**config.mk**
```make
export PLATFORM = sky130hd
export DESIGN_NAME = j11_intc
export DESIGN_NICKNAME = d
export VERILOG_FILES = /design/src/rtl/j11_pkg.sv /design/src/rtl/j11_intc_prio.sv /design/src/rtl/j11_intc.sv
export SDC_FILE = /design/constraint.sdc
export NUM_CORES = 1
export LEC_CHECK = 0
export ABC_CLOCK_PERIOD_IN_PS = 1300
export CAP_MARGIN = 0
export CORE_MARGIN = 2
export CORE_UTILIZATION = 24
export DETAILED_ROUTE_END_ITERATION = 7
export GPL_ROUTABILITY_DRIVEN = 1
export PLACE_DENSITY = 0.82
export SLEW_MARGIN = 20
export SYNTH_ARGS = -nofsm -noshare
export SYNTH_HDL_FRONTEND = slang
export SYNTH_SLANG_ARGS = --single-unit
```
**constraint.sdc**
```tcl
create_clock -name clk -period 1.3 [get_ports clk]
set_clock_uncertainty 0.1 [all_clocks]
set_input_delay 0.26 -clock clk [delete_from_list [all_inputs] [get_ports clk]]
set_output_delay 0.26 -clock clk [all_outputs]
set_load 0.01 [all_outputs]
```
**src/rtl/j11_pkg.sv**
```systemverilog
// rtl/j11_pkg.sv - shared constants and types for the J11 interrupt controller
package j11_pkg;

    localparam int J11_NLEVEL = 4;
    localparam int J11_VECW   = 16;
    localparam logic [J11_VECW-1:0] J11_NOVEC = 16'o0;

    typedef logic [1:0] j11_level_t;

    // Index width that stays legal for a single-source build
    function automatic int j11_idxw(int n);
        return (n > 1) ? $clog2(n) : 1;
    endfunction

endpackage

```
**src/rtl/j11_intc_prio.sv**
```systemverilog
// rtl/j11_intc_prio.sv - combinational lowest-index-first priority encoder
module j11_intc_prio
    import j11_pkg::*;
#(
    parameter int N = 8,
    localparam int IW = j11_idxw(N)
) (
    input  logic [N-1:0]  req,
    output logic          found,
    output logic [IW-1:0] idx
);

    // Scanning downward lets the lowest set index overwrite higher ones
    always_comb begin
        found = 1'b0;
        idx   = '0;
        for (int i = N - 1; i >= 0; i--) begin
            if (req[i]) begin
                found = 1'b1;
                idx   = IW'(i);
            end
        end
    end

endmodule

```
**src/rtl/j11_intc.sv**
```systemverilog
// rtl/j11_intc.sv - NIRQ-source interrupt controller for the DCJ11 bus bridge; optional mask register under J11_INTC_MASK_EN
module j11_intc
    import j11_pkg::*;
#(
    parameter int NIRQ = 8,
    parameter logic [NIRQ*J11_VECW-1:0] VECTORS = {NIRQ{16'o0}},
    parameter logic [NIRQ*2-1:0]        LEVELS  = {NIRQ{2'd0}}
) (
    input  logic                  clk,
    input  logic                  rst,
    input  logic [NIRQ-1:0]       irq,
    input  logic                  iackreq,
    input  logic [3:0]            iacklvl,
    output logic                  iackack,
    output logic [J11_VECW-1:0]   iackdata,
    output logic                  iacknone,
    output logic [J11_NLEVEL-1:0] j11irq,
    output logic [NIRQ-1:0]       pending,
    input  logic                  regreq,
    input  logic [31:0]           regwdata,
    output logic                  regack
);

    localparam int IW = j11_idxw(NIRQ);

    logic [NIRQ-1:0]       mask;
    logic [NIRQ-1:0]       elig;
    logic [NIRQ-1:0]       at_lvl;
    logic [NIRQ-1:0]       clr;
    logic [J11_NLEVEL-1:0] req_lines;
    j11_level_t            lvl;
    logic                  found;
    logic [IW-1:0]         win;
    logic                  unused_wdata;

    assign elig         = pending & mask;
    assign unused_wdata = ^regwdata;

    // Highest acknowledged level bit wins when the bridge presents several
    always_comb begin
        lvl = '0;
        for (int l = 0; l < J11_NLEVEL; l++) begin
            if (iacklvl[l]) lvl = j11_level_t'(l);
        end
    end

    always_comb begin
        at_lvl    = '0;
        req_lines = '0;
        for (int i = 0; i < NIRQ; i++) begin
            at_lvl[i] = elig[i] && (|iacklvl) && (LEVELS[2*i +: 2] == lvl);
            if (elig[i]) req_lines[LEVELS[2*i +: 2]] = 1'b1;
        end
    end

    j11_intc_prio #(.N(NIRQ)) u_prio (
        .req   (at_lvl),
        .found (found),
        .idx   (win)
    );

    always_comb begin
        clr = '0;
        for (int i = 0; i < NIRQ; i++) begin
            clr[i] = iackreq && found && (win == IW'(i));
        end
    end

    // A new event in the clearing cycle is OR-ed in after the clear so it survives
    always_ff @(posedge clk) begin
        if (rst) begin
            pending  <= '0;
            j11irq   <= '0;
            iackack  <= 1'b0;
            iacknone <= 1'b0;
            iackdata <= J11_NOVEC;
            regack   <= 1'b0;
        end else begin
            pending <= (pending & ~clr) | irq;
            j11irq  <= req_lines;
            iackack <= iackreq;
            regack  <= regreq;
            if (iackreq) begin
                iacknone <= !found;
                iackdata <= found ? VECTORS[win*J11_VECW +: J11_VECW] : J11_NOVEC;
            end
        end
    end

`ifdef J11_INTC_MASK_EN
    always_ff @(posedge clk) begin
        if (rst) begin
            mask <= '1;
        end else if (regreq) begin
            mask <= regwdata[NIRQ-1:0];
        end
    end
`else
    assign mask = '1;
`endif

endmodule

```
# [Yosys cells after proc, flatten, opt, wreduce, memory -nomap -nowiden]
# Cells that the tools add are included.
# Widths: inputs -> output; s select.
[word_totals] register_bits=31 input_bits=48 output_inout_bits=31 elab_cells=75
[classes] eq_ne=7 shift=1 n_mux=28 bitwise_logic=3 n_reduce_logical=29
[op_table] operator="$shiftx 128x8->16 const A" n=1
[op_table] operator="$logic_and 1x1->1" n=25
[op_table] operator="$mux 3" n=8
[op_table] operator="$mux 1" n=17
[op_table] operator="$mux 16" n=1
[op_table] operator="$eq 3x3->1 const B" n=4
[op_table] operator="$and 8x8->8" n=1
[op_table] operator="$not 8->8" n=1
[op_table] operator="$or 8x8->8" n=1
[op_table] operator="$eq 3x2->1 const B" n=2
[op_table] operator="$mux 2" n=2
[op_table] operator="$reduce_or 4->1" n=1
[op_table] operator="$eq 3x1->1 const B" n=1
[op_table] operator="$logic_not 3->1" n=1
[op_table] operator="$logic_not 2->1" n=1
[op_table] operator="$logic_not 1->1" n=1

# [Longest topological paths before layout]
# Gate-level depths: netlist of run 1.
[depth] ltp_word=18 ltp_mapped=4 depth_no_buf=4

# [Cells and area by module]
# A second synthesis of run 1 with hierarchy kept.
[hier_totals] cells_unflattened=88 area_unflattened_um2=749.5
[modules_own_cells] mod="j11_intc" instances=1 cells_per_inst=75 area_each_um2=669.4 seq_area_each_um2=240.2
[modules_own_cells] mod="j11_intc_prio" instances=1 cells_per_inst=13 area_each_um2=80.1 seq_area_each_um2=0.0

# [Worst setup path after synthesis of run 1]
# OpenSTA, ideal clock, no wires.
[synth_path] path_type="register to register" start="reg pending[2]" end="reg pending[7]" setup_ns=0.146 arrival_time_ns=1.169 required_time_ns=1.054 slack_ns=-0.114 path_stages_with_launch=5 n_path_buf=0 synth_period_minus_slack_ns=1.414 path_cell_list="dfxtp_1 -> nor3_2 -> nor4b_2 -> nor3b_2 -> a41oi_1"
[synth_via] elab_chain_len=10 elab_cells_between_ends=14 cone_classes="eq/ne (1); mux (6); bitwise (3); reduce/logical (4)"
[synth_rtl] element="start: declaration" line="j11_intc.sv:18" text="output logic [NIRQ-1:0] pending,"
[synth_rtl] element="start signal: assignment" line="j11_intc.sv:79" text="pending <= (pending & ~clr) | irq;"
[synth_rtl] element="$logic_and 1x1->1 * (2 in series)" line="j11_intc.sv:51" text="at_lvl[i] = elig[i] && (|iacklvl) && (LEVELS[2*i +: 2] == lvl);"
[synth_rtl] element="$mux 3 / $mux 1 (equally long branches) (3 in series)" line="j11_intc_prio.sv:18" text="if (req[i]) begin"
[synth_rtl] element="$eq 3x3->1 / $logic_and 1x1->1 (equally long branches)" line="j11_intc.sv:65" text="clr[i] = iackreq && found && (win == IW'(i));"
[synth_rtl] element="$logic_and 1x1->1 *" line="j11_intc.sv:65"
[synth_rtl] element="$not 8->8 *" line="j11_intc.sv:79"
[synth_rtl] element="$and 8x8->8 *" line="j11_intc.sv:79"
[synth_rtl] element="$or 8x8->8 *" line="j11_intc.sv:79"
# Mark *: on every way between the ends. The rest lies on a longest branch, timed or not.
# A chain may end at the register's enable or synchronous reset.

# [Final worst setup path of run 1]
[layout_path] start="reg pending[0]" end="reg pending[7]"
[layout_via] elab_chain_len=8 elab_cells_between_ends=10 cone_classes="eq/ne (1); mux (2); bitwise (3); reduce/logical (4)"
[layout_rtl] element="$logic_and 1x1->1 * (2 in series)" line="j11_intc.sv:51"
[layout_rtl] element="$mux 3 / $mux 1 (equally long branches)" line="j11_intc_prio.sv:18"
[layout_rtl] element="$eq 3x3->1 / $logic_and 1x1->1 (equally long branches)" line="j11_intc.sv:65"
[layout_rtl] element="$logic_and 1x1->1 *" line="j11_intc.sv:65"
[layout_rtl] element="$not 8->8 *" line="j11_intc.sv:79"
[layout_rtl] element="$and 8x8->8 *" line="j11_intc.sv:79"
[layout_rtl] element="$or 8x8->8 *" line="j11_intc.sv:79"
# Marked as above.

==> results of run 1 <==
## final timing paths
path                                              end  slack, ps
worst min register to register  iacknone$_SDFFE_PP0P_        410
worst min-delay path            pending[5]$_SDFF_PP0_        410
worst max-delay path            pending[7]$_SDFF_PP0_       -140
worst max register to register  pending[7]$_SDFF_PP0_       -140
## power breakdown
group	total, mW	internal (mW)	switching, mW
clock network	0.241	0.119	0.122
logic	0.277	0.153	0.125
registers	0.422	0.394	0.0271
## kinds of logic (layout without fill, tap and decap cells)
family / count (synthesis) / in the layout / share of synthesized area
and+or+nand+nor: 25 / 25 / 0.2355
buffers and inverters: 23 / 54 / 0.2355
AOI/OAI and AO/OA: 16 / 16 / 0.1645
DFF: 12 / 12 / 0.3589
other: 1 / 19 / 0.005602
## state kept, by name (all words and copies together) (netlist names)
signal,cells
j11irq,1
regack,1
iacknone,1
pending,8
iackack,1
## through the flow
stage	cells	total power, mW	utilization	hold slack, ps	instance area [um^2]
5_1_grt	157	0.9882	0.4229	429.2	1146
3_5_place_dp	145	0.6752	0.3740	385.7	1013
6_report	157	0.9405	0.4229	405.7	1146
4_1_cts	153	0.9278	0.3994	336.2	1082
3_3_place_gp	145	0.6708	0.3740	383.6	1013
2_1_floorplan	95	0.5717	-	231.6	760.7
## layer usage
layer | share of wire | vias up | GRT usage | wire (um)
met2 | 0.52 | 34 | 0.2076 | 869
li1 | - | 322 | - | -
met1 | 0.38 | 281 | 0.1213 | 643
met4 | 0.014 | 0 | 0.04983 | 24
met3 | 0.084 | 2 | 0.01613 | 141
met5 | 0 | - | 0 | 0
## worst max-delay path, delay by kind of cell (launching register included)
| family | cells | cell delay, ps |
|---|---|---|
| compound gates | 1 | 110 |
| flops | 1 | 370 |
| simple gates | 3 | 730 |
## timing repair
item / 4_1_cts / 5_1_grt
hold buffers: 0 / 0
pin swaps: 11 / 9
gates resized for setup: 38 / 15
setup endpoints to repair: 21 / 14
buffers inserted: 4 / 4
## final cells by class
class	count	area, um^2
timing repair buffer	47	401.6
clock buffer	4	26.28
fill	269	1564
tap	31	38.79
multi-input combinational	60	410.4
sequential	12	257.7
inverter	3	11.26
## placed cells by master, fill, tap and decap left out, types with 2 or more instances in the layout
cell,instances
dfxtp_1,4
nor2b_1,2
nor2_1,12
conb_1,19
nor4b_4,2
clkbuf_2,3
dfxtp_2,5
clkdlybuf4s50_1,11
dlygate4sd2_1,5
buf_2,2
dfxtp_4,3
buf_6,3
buf_4,17
a21oi_1,4
a211oi_1,2
clkbuf_4,3
inv_1,3
a21oi_2,3
clkdlybuf4s15_1,5
==> impl_metrics.csv, run 1 <==
group,metric,value,unit
status,status,"complete, but fails checks",
status,violations,"setup timing",
timing,setup_slack,-140.7,ps
die,die_h,56.81,um
timing,finalSetupTns,-446.0,ps
power,leakage,0.5318,nW
hold_path,min_path_type,"in -> reg",
worst_setup_path,cp_cell_sequence,"nor3_4 -> nor4b_4 -> nor3b_4 -> a41oi_2",
placed_design,pre_cts_ws,-548.3,ps
worst_setup_path,setup.worst_path.start,"pending[0]$_SDFF_PP0_",
worst_setup_path,reg2reg_depth,4,
global_route,grt_max_degree,8,
worst_setup_path,crit_slowest_cell,"dfxtp_4",
detailed_routing,drc,0,
clock_network,tritoncts,"done",
die,die_x,56.81,um
power,power.density,820.6,nW/um^2
clock_network,cts_made_buffers,3,
timing,rsz0062_at_grt,"yes",
die,dieArea,3227,um^2
yosys,syn-cell-area,669.4,um^2
layout,diodes,0,
yosys,yosysTopAreaCell,"dfxtp_1",
yosys,synth_common_cells,"19 x buf_4, 12 x dfxtp_1, 12 x nor2_1",
detailed_routing,drtIter0Drc,24,
clock_network,clock_path_buffers,2,
detailed_routing,routed_wl,1679,um
layout,nets,175,
worst_setup_path,critical_path_class,"reg -> reg",
timing,setup_viol,5,
run,cap_viol_max_count,0,
timing,fin_crit_sh,1.108,
yosys,ys_seq_area_frac,0.3589,
yosys,yosys.area.top_type_share,0.3589,
power,peakVddDrop,0.4962,mV
detailed_routing,wire_per_inst,10.69,um
yosys,synth_cell_type_count,26,
worst_setup_path,startpoint_type,"flip-flop",
yosys,synth_area_per_cell,8.693,um^2
timing,hold_viol,0,
worst_setup_path,worstPathMaxFanout,5,
hold_path,holdPathStages,5,
clock_network,clk_latency,270,ps
yosys,async_flop_share,0,
worst_setup_path,worstReg2RegStart,"pending[0]$_SDFF_PP0_",
yosys,synth_most_common_cell,"buf_4",
detailed_routing,drtPass1Iterations,4,
global_route,track_usage,0.1109,
die,ios,79,
hold_path,worstHoldStart,"iacklvl[3]",
clock_network,clk_pin_slew,70,ps
die,start_util,0.2470,
die,std_cell_rows,19,
die,core,2710,um^2
global_route,grt_first_pass_wirelength,2808,um
detailed_routing,vias,639,
global_route,grt_pass1_vias,648,
worst_setup_path,cp.arrival,1490,ps
global_route,antenna_found_initial,0,
worst_setup_path,cp_slowest_stage_delay,370,ps
yosys,syn_inst,77,
placed_design,globalplace.congestion,0.8452,
clock_network,cts_root_buf,"clkbuf_4",
global_route,overflow,0,
worst_setup_path,end_kind,"flip-flop",
detailed_routing,vias_per_cell,4.070,
layout,areaGrowthSynthToFinish,71.22,%
timing,layout_min_cycle_time,1441,ps
timing,maxSlewViolCount,0,
detailed_routing,ant_nets,0,
clock_network,clock_sinks,12,
yosys,yosys-top-cells-area,"dfxtp_1 36%, buf_4 21%, nor2_1 6.7%",
placed_design,io_buffers,27,
yosys,ys_warn_count,0,
timing,fmax,694.1,MHz
yosys,ys_ff_latch,12,
layout,drive_above_1_share,0.3968,
clock_network,cts_max_level,1,
yosys,synthFlopType,"dfxtp_1",
worst_setup_path,crit_required,1350,ps
yosys,synth-edff-count,0,
placed_design,dp_hpwl,1248,um
No activity file was read; power rests on OpenSTA's default activity.
==> inputs of run 2 (changes only) <==
- ABC_CLOCK_PERIOD_IN_PS: 1300 -> 1450
- CORE_ASPECT_RATIO: unset -> 2
- CORE_UTILIZATION: 24 -> 25
- PLACE_DENSITY: 0.82 -> 0.78
- SYNTH_HIERARCHICAL: unset -> 1
- clock period: 1.3 -> 1.45 ns (I/O delays scaled with it)
==> impl_metrics.csv, run 2 <==
group,metric,value,unit
die,die_h,81.43,um
yosys,yosysTopAreaCell,"dfxtp_1",
status,status,"complete, but fails checks",
yosys,async_flop_share,0,
die,std_cell_rows,28,
layout,n_fill_cell,279,
timing,worst_slew_margin_rel,0.6167,
layout,multiInputGateArea,618.1,um^2
worst_setup_path,cp_cell_sequence,"buf_6 -> nor4b_4 -> buf_6 -> and2_4 -> o21ai_1 -> a211oi_2 -> buf_6 -> nor3b_4 -> a211oi_2",
timing,maxSlewViolCount,0,
timing,hold_viol,0,
die,die_x,42.72,um
layout,final_common_cell,"conb_1",
detailed_routing,vias_per_cell,4.759,
hold_path,holdPathStages,2,
layout,top_register,"pending",
yosys,synth_cell_type_count,21,
worst_setup_path,reg2reg_depth,5,
layout,diodes,0,
worst_setup_path,crit_slowest_cell,"nor4b_4",
yosys,ys_seq_area_frac,0.3205,
layout,stdcell_area,1328,um^2
global_route,grt_max_degree,13,
worst_setup_path,cp.arrival,1780,ps
worst_setup_path,end_kind,"flip-flop",
timing,fin_crit_sh,1.226,
placed_design,dp_hpwl,1727,um
yosys,synth-edff-count,0,
worst_setup_path,r2r_end,"pending[3]$_SDFF_PP0_",
clock_network,cts_max_level,1,
timing,layout_min_cycle_time,1778,ps
yosys,ys_warn_count,6,
timing,worst_pin_slew,573.1,ps
clock_network,tritoncts,"done",
layout,drive_above_1_share,0.4167,
layout,most-common-layout-cells,"19 x conb_1, 12 x dfxtp_1, 12 x dlygate4sd2_1",
yosys,synth_area_per_cell,8.517,um^2
placed_design,placed_cell_area,1116,um^2
yosys,synth_common_cells,"19 x buf_4, 12 x dfxtp_1, 11 x nor2_1",
die,ios,79,
worst_setup_path,critPathCapture,"pending[6]$_SDFF_PP0_",
worst_setup_path,setup.worst_path.start,"iacklvl[2]",
worst_setup_path,critical_path_class,"in -> reg",
timing,finalSetupTns,-2482,ps
yosys,synth_most_common_cell,"buf_4",
timing,rsz0062_at_grt,"yes",
global_route,grt_first_pass_wirelength,3415,um
clock_network,cts_made_buffers,3,
worst_setup_path,worstReg2RegStart,"pending[5]$_SDFF_PP0_",
yosys,yosys.area.top_type_share,0.3205,
detailed_routing,wire_per_inst,13.64,um
power,peakVddDrop,0.2868,mV
detailed_routing,vias,771,
yosys,ys_ff_latch,12,
yosys,yosys-top-cells-area,"dfxtp_1 32%, buf_4 19%, a211oi_1 10%",
die,start_util,0.2577,
placed_design,io_buffers,27,
layout,areaGrowthSynthToFinish,77.13,%
global_route,grt_pass1_vias,771,
layout,seq_area,240.2,um^2
detailed_routing,drtIter0Drc,8,
worst_setup_path,critPathMostFrequentCell,"buf_6",
yosys,syn-cell-area,749.5,um^2
die,core,2908,um^2
clock_network,clk_pin_slew,50,ps
worst_setup_path,startpoint_type,"input pin",
yosys,synthFlopType,"dfxtp_1",
layout,largest_register_ffs,8,
detailed_routing,drc,0,
global_route,track_usage,0.1343,
clock_network,clk_latency,240,ps
placed_design,pre_cts_ws,-1107,ps
worst_setup_path,crit_required,1450,ps
run,cap_viol_max_count,0,
worst_setup_path,cp_slowest_stage_delay,260,ps
clock_network,clock_path_buffers,2,
layout,nets,182,
power,power.density,696.9,nW/um^2
yosys,syn_inst,88,
worst_setup_path,r2r_setup_slack,-260,ps
detailed_routing,ant_nets,0,
global_route,overflow,0,
clock_network,cts_root_buf,"clkbuf_8",
detailed_routing,drtPass1Iterations,3,
status,violations,"setup timing",
hold_path,min_path_type,"reg -> reg",
placed_design,globalplace.congestion,0.7552,
die,dieArea,3478,um^2
power,leakage,0.6037,nW
global_route,antenna_found_initial,0,
timing,setup_viol,9,
detailed_routing,routed_wl,2209,um
worst_setup_path,worstPathMaxFanout,8,
timing,fmax,562.5,MHz
timing,setup_slack,-327.9,ps
clock_network,clock_sinks,12,
-- run 2: final cells by class --
cell class,count,area share
inverters,1,0.002828
flip-flops and latches,12,0.1810
clock buffers,3,0.03110
well taps,30,0.02828
repair buffers,43,0.2912
multi-input cells,73,0.4656
-- run 2: metrics by stage --
step	utilization	instances	power (mW)	hold slack, ps
2_1_floorplan	-	106	0.5041	261.6
6_report	0.4565	162	0.9252	418.8
3_3_place_gp	0.3838	157	0.6015	386.3
5_1_grt	0.4565	162	0.9630	445.8
4_1_cts	0.4217	162	0.9050	398.7
3_5_place_dp	0.3838	157	0.6079	394.3
-- run 2: worst min path at each step --
stage | endpoint | start
2_1_floorplan | iackack$_SDFF_PP0_ | rst
3_3_place_gp | iacknone$_SDFFE_PP0P_ | iacknone$_SDFFE_PP0P_
3_5_place_dp | iacknone$_SDFFE_PP0P_ | iacknone$_SDFFE_PP0P_
4_1_cts | iacknone$_SDFFE_PP0P_ | iacknone$_SDFFE_PP0P_
5_1_grt | iacknone$_SDFFE_PP0P_ | iacknone$_SDFFE_PP0P_
6_report | iacknone$_SDFFE_PP0P_ | iacknone$_SDFFE_PP0P_
-- run 2: cell families (layout without fill, tap and decap cells) --
group | Yosys count | in the layout | share of synthesized area
buffers and inverters | 21 | 47 | 0.2020
AO/OA/AOI/OAI | 15 | 15 | 0.1419
AND/OR/NAND/NOR | 39 | 39 | 0.3306
other | 1 | 19 | 0.005004
flip-flops | 12 | 12 | 0.3205
-- run 2: layer usage --
metal  GRT usage  wire length (um)
met3     0.01319               106
met5           0                 0
met4      0.1063                87
met1      0.1005               656
met2      0.2818              1358
-- run 2: where the power goes --
| part | internal [mW] | switching [mW] | total (mW) |
|---|---|---|---|
| sequential | 0.354 | 0.0103 | 0.365 |
| combinational | 0.134 | 0.128 | 0.261 |
| clock | 0.183 | 0.117 | 0.299 |
-- run 2: worst max-delay path: cells and delay by family --
kind,cells,cell delay [ps]
AO/OA/AOI/OAI,3,390
buffers and inverters,3,440
AND/OR/NAND/NOR,3,640
-- run 2: what timing repair did --
item                                    4_1_cts  5_1_grt
buffers inserted                              2        1
hold endpoints to repair                      0        0
endpoints found under the setup margin       21        9
resized for setup                            46       23
pin swaps                                    11       17
hold buffers                                  0        0
